<file path="config.mk">
export PLATFORM = sky130hd
export DESIGN_NAME = button_event
export DESIGN_NICKNAME = d
export VERILOG_FILES = /design/src/rtl/button_event.sv
export SDC_FILE = /design/constraint.sdc
export NUM_CORES = 1
export LEC_CHECK = 0
export CORE_MARGIN = 2
export CORE_UTILIZATION = 35
export CTS_BUF_LIST = sky130_fd_sc_hd__clkbuf_8
export DETAILED_ROUTE_END_ITERATION = 8
export HOLD_SLACK_MARGIN = 0.1
export MAX_ROUTING_LAYER = met4
export PLACE_DENSITY = 0.54
export SYNTH_ARGS = -nofsm -noshare
export SYNTH_HDL_FRONTEND = slang
export SYNTH_SLANG_ARGS = --single-unit
</file>
<file path="constraint.sdc">
create_clock -name clk -period 2.2 [get_ports clk]
set_input_delay 0.44 -clock clk [delete_from_list [all_inputs] [get_ports clk]]
set_output_delay 0.44 -clock clk [all_outputs]
set_load 0.05 [all_outputs]
</file>
<file path="src/rtl/button_event.sv">
// Turns a debounced button level into press/release/long-press/auto-repeat events.
// Every output is registered; the input level is also kept as btn_q for press edge detection.
module button_event #(
  parameter int unsigned LONG_TICKS   = 200,
  parameter int unsigned REPEAT_TICKS = 40
) (
  input  logic       clk,
  input  logic       rst_n,
  input  logic       btn_level,
  output logic       press_pulse,
  output logic       release_pulse,
  output logic       long_pulse,
  output logic       repeat_pulse,
  output logic       held,
  output logic [7:0] repeat_cnt
);

  localparam logic [15:0] LONG_T   = 16'(LONG_TICKS);
  localparam logic [15:0] REPEAT_T = 16'(REPEAT_TICKS);

  typedef enum logic [1:0] {
    ST_IDLE  = 2'd0,
    ST_PRESS = 2'd1,
    ST_LONG  = 2'd2
  } state_t;

  state_t      r_state;
  state_t      w_state_nxt;
  logic        r_btn_q;
  logic [15:0] r_cnt;
  logic [15:0] w_cnt_nxt;
  logic        r_press;
  logic        r_release;
  logic        r_long;
  logic        r_repeat;
  logic        r_held;
  logic [7:0]  r_rcnt;
  logic        w_press_nxt;
  logic        w_release_nxt;
  logic        w_long_nxt;
  logic        w_repeat_nxt;
  logic        w_held_nxt;
  logic [7:0]  w_rcnt_nxt;

  // Next-state and next-output logic; a sampled release always wins over long/repeat.
  always_comb begin
    w_state_nxt   = r_state;
    w_cnt_nxt     = r_cnt;
    w_press_nxt   = 1'b0;
    w_release_nxt = 1'b0;
    w_long_nxt    = 1'b0;
    w_repeat_nxt  = 1'b0;
    w_held_nxt    = r_held;
    w_rcnt_nxt    = r_rcnt;
    case (r_state)
      ST_IDLE: begin
        if (btn_level && !r_btn_q) begin
          w_press_nxt = 1'b1;
          w_held_nxt  = 1'b1;
          w_cnt_nxt   = 16'd1;
          w_rcnt_nxt  = 8'd0;
          w_state_nxt = ST_PRESS;
        end else begin
          w_state_nxt = ST_IDLE;
        end
      end
      ST_PRESS: begin
        if (!btn_level) begin
          w_release_nxt = 1'b1;
          w_held_nxt    = 1'b0;
          w_state_nxt   = ST_IDLE;
        end else if (r_cnt == LONG_T) begin
          w_long_nxt  = 1'b1;
          w_cnt_nxt   = 16'd1;
          w_state_nxt = ST_LONG;
        end else begin
          w_cnt_nxt = r_cnt + 16'd1;
        end
      end
      ST_LONG: begin
        if (!btn_level) begin
          w_release_nxt = 1'b1;
          w_held_nxt    = 1'b0;
          w_state_nxt   = ST_IDLE;
        end else if (r_cnt == REPEAT_T) begin
          w_repeat_nxt = 1'b1;
          w_cnt_nxt    = 16'd1;
          if (r_rcnt != 8'hFF) begin
            w_rcnt_nxt = r_rcnt + 8'd1;
          end else begin
            w_rcnt_nxt = r_rcnt;
          end
        end else begin
          w_cnt_nxt = r_cnt + 16'd1;
        end
      end
      default: begin
        w_state_nxt = ST_IDLE;
        w_cnt_nxt   = 16'd0;
        w_held_nxt  = 1'b0;
      end
    endcase
  end

  // State, counter, input sample and output registers.
  always_ff @(posedge clk or negedge rst_n) begin
    if (!rst_n) begin
      r_state   <= ST_IDLE;
      r_btn_q   <= 1'b0;
      r_cnt     <= 16'd0;
      r_press   <= 1'b0;
      r_release <= 1'b0;
      r_long    <= 1'b0;
      r_repeat  <= 1'b0;
      r_held    <= 1'b0;
      r_rcnt    <= 8'd0;
    end else begin
      r_state   <= w_state_nxt;
      r_btn_q   <= btn_level;
      r_cnt     <= w_cnt_nxt;
      r_press   <= w_press_nxt;
      r_release <= w_release_nxt;
      r_long    <= w_long_nxt;
      r_repeat  <= w_repeat_nxt;
      r_held    <= w_held_nxt;
      r_rcnt    <= w_rcnt_nxt;
    end
  end

  assign press_pulse   = r_press;
  assign release_pulse = r_release;
  assign long_pulse    = r_long;
  assign repeat_pulse  = r_repeat;
  assign held          = r_held;
  assign repeat_cnt    = r_rcnt;

endmodule
</file>
==> flow_metrics.tcl <==
set metrics [dict create \
    synth_area_um2 1870 \
    slowest_delay_ps 850 \
    slowest_stage "clkdlybuf4s50_1" \
    core_um2 5140 \
    grt_remaining_overflow 0 \
    grt_pass1_vias 1513 \
    cts_setup_buffers 0 \
    cts_tree "built" \
    syn2layout_area_growth_pct 24.3 \
    vdd_drop_max_mv 0.275 \
    cts_root_buf "clkbuf_8" \
    finalPower_w 0.00122 \
    die_y_um 77.0 \
    gp_routability_congestion 0.767 \
    cts_hold_buffers 0 \
    synth-seq-area-share_pct 42.9 \
    postRouteAntennaNets 0 \
    crit_chain "clkdlybuf4s50_1" \
    diodes 0 \
    relSlewSlack_pct 66.8 \
    clkLatencyLatePin_ps 280 \
    clock.fmax_mhz 486 \
    maxSlewViolCount 0 \
    drive_gt1_share_pct 15.8 \
    die_w_um 77.0 \
    first_pass_iters 5 \
    status "complete, no violations" \
    path_class "flop to output port" \
    start_util_pct 36.3 \
    end_kind "output port" \
    fillers 527 \
    syn_inst 196 \
    synth_edf_count 0 \
    synth.distinct_cells 42 \
    min_period_ps 2060 \
    async_flop_share_pct 100 \
    drc_errors 0 \
    finalWirelength_mm 4.19 \
    fin_skew_ps 5.73 \
    row_count 26 \
    cts.clk_slew.worst_paths_ps 70 \
    finalHoldViolCount 0 \
    crit_family "buffers and inverters" \
    cts-resized-gates 0 \
    cp_num_buf_inv 1 \
    syn_nets 206 \
    vias 1557 \
    die_area_um2 5930 \
    vias_per_cell 5.12 \
    clock_path_buffers 2 \
    htreeDepth 2 \
    cap_violations 0 \
    worstPathArrival_ps 1620 \
    ioPinCount 16 \
    grt_usage_pct 16.1 \
    setup_viol 0 \
    crit_fanout 8 \
    rsz0062_at_grt "no" \
    worstMarginPinSlew_ps 496 \
    port_buffers 15 \
    period_share_pct 93.4 \
    hpwl_mm 3.01 \
    grt_antenna_before_repair 0 \
    drt_iter0_markers 132 \
    syn_area_per_cell_um2 9.52 \
    wl_per_cell_um 13.8 \
    yosys_warnings 0 \
    numCtsBuffers 5 \
    ys_seq_elements 32 \
    power.density_nw_per_um2 525 \
    grt_pass1_wl_mm 7.40 \
    hold_class "flop to flop" \
    setup.worst_path.start_class "flop" \
    clock-sinks 32 \
    crit_required_ps 1760 \
    fin_setup_tns_ps 0 \
    final_net_count 244 \
    grt_max_degree 33 \
    leakagePower_nw 1.04 \
    synth-main-ff-cell "dfrtp_1" \
]
per-stage QoR:
| step | hold slack, ps | setup WS (ps) | area (um2) | instances | util (%) |
|---|---|---|---|---|---|
| 4_1_cts | 544 | 143 | 2320 | 304 | 45.1 |
| 6_report | 537 | 144 | 2320 | 304 | 45.1 |
| 5_1_grt | 586 | 13.8 | 2320 | 304 | 45.1 |
| 2_1_floorplan | 144 | 125 | 1870 | 196 | - |
| 3_5_place_dp | 529 | 56.6 | 2240 | 297 | 43.6 |
| 3_3_place_gp | 518 | 59.3 | 2240 | 297 | 43.6 |
flip-flops by register name, indices dropped and copies added, names as in the netlist:
signal,flops
r_cnt,16
r_state,2
r_btn_q,1
repeat_pulse,1
held,1
long_pulse,1
release_pulse,1
press_pulse,1
repeat_cnt,8
where the power goes:
group	internal, W	total (W)	switching (W)	leakage (nW)
combinational	0.0000761	0.000185	0.000109	0.557
clock	0.000210	0.000418	0.000208	0.0452
sequential	0.000604	0.000616	0.0000113	0.437
total	0.000891	0.00122	0.000328	1.04
placed cells by master, fill, tap and decap left out, types with 5 or more instances in the layout:
master / n
o21ai_0: 6
a21oi_1: 8
nor2_1: 23
and3_1: 5
dfrtp_1: 32
clkbuf_8: 5
a22o_1: 5
nand3_1: 13
nor2b_1: 6
buf_4: 22
nand2_1: 21
nand4_1: 7
nor3_1: 5
xor2_1: 9
clkdlybuf4s50_1: 15
inv_1: 9
ha_1: 7
cell usage after synthesis, types with 3 or more instances:
master,number,share of area [%]
a22o_1,5,2.3
nand2_1,21,4.2
nand4_1,7,2.3
xor2_1,9,4.2
nor3_1,5,1.3
nor2b_1,6,2.0
and3_1,5,1.7
or4_1,3,1.2
nand3_1,13,3.5
ha_1,7,4.7
nor2_1,23,4.6
a21oi_1,8,2.1
clkbuf_1,4,0.80
o22ai_1,3,1.0
and4_1,3,1.4
o21ai_0,6,1.6
dfrtp_1,32,43
inv_1,8,1.6
path summary, 6_finish.rpt:
| kind | start | end | slack [ps] | cells after the start |
|---|---|---|---|---|
| hold reg to reg | held | held | 540 | 2 |
| min in group asynchronous | rst_n | held | 560 | 2 |
| hold / removal | held | held | 540 | 2 |
| max in group asynchronous | rst_n | r_cnt[13] | 1330 | 2 |
| setup / recovery | repeat_cnt[3] | repeat_cnt[3] | 140 | 1 |
| setup reg to reg | r_cnt[1] | r_cnt[3] | 160 | 7 |
final cells by class:
cell class	count	area (um2)	share of cell area (%)
repair buffers	37	315	13.6
clock inverters	2	8.76	0.378
flip-flops and latches	32	801	34.5
multi-input cells	150	1010	43.5
clock buffers	5	68.8	2.97
well taps	70	87.6	3.78
inverters	8	30.0	1.29
routing by layer:
layer | vias up | GRT usage (%) | share of wire (%)
met3 | 2 | 3.76 | 3.2
met1 | 747 | 21.0 | 49
met5 | - | - | 0
li1 | 788 | - | -
met2 | 20 | 25.2 | 47
met4 | 0 | 4.82 | 0.69
kinds of logic (layout without fill, tap and decap cells):
group,Yosys count,after routing,synth area share [%]
buffers and inverters,14,52,3.08
XOR/XNOR,9,9,4.22
flip-flops,32,32,42.9
AO/OA/AOI/OAI,35,35,14.1
adder cells (fa/ha/maj),7,7,4.69
AND/OR/NAND/NOR,99,99,31.0
worst min-delay path, delay by kind of cell, from the launching register on:
family        cells  cell delay [ps]
flops             1              370
simple gates      2              140
(Power assumes the default switching activity.)
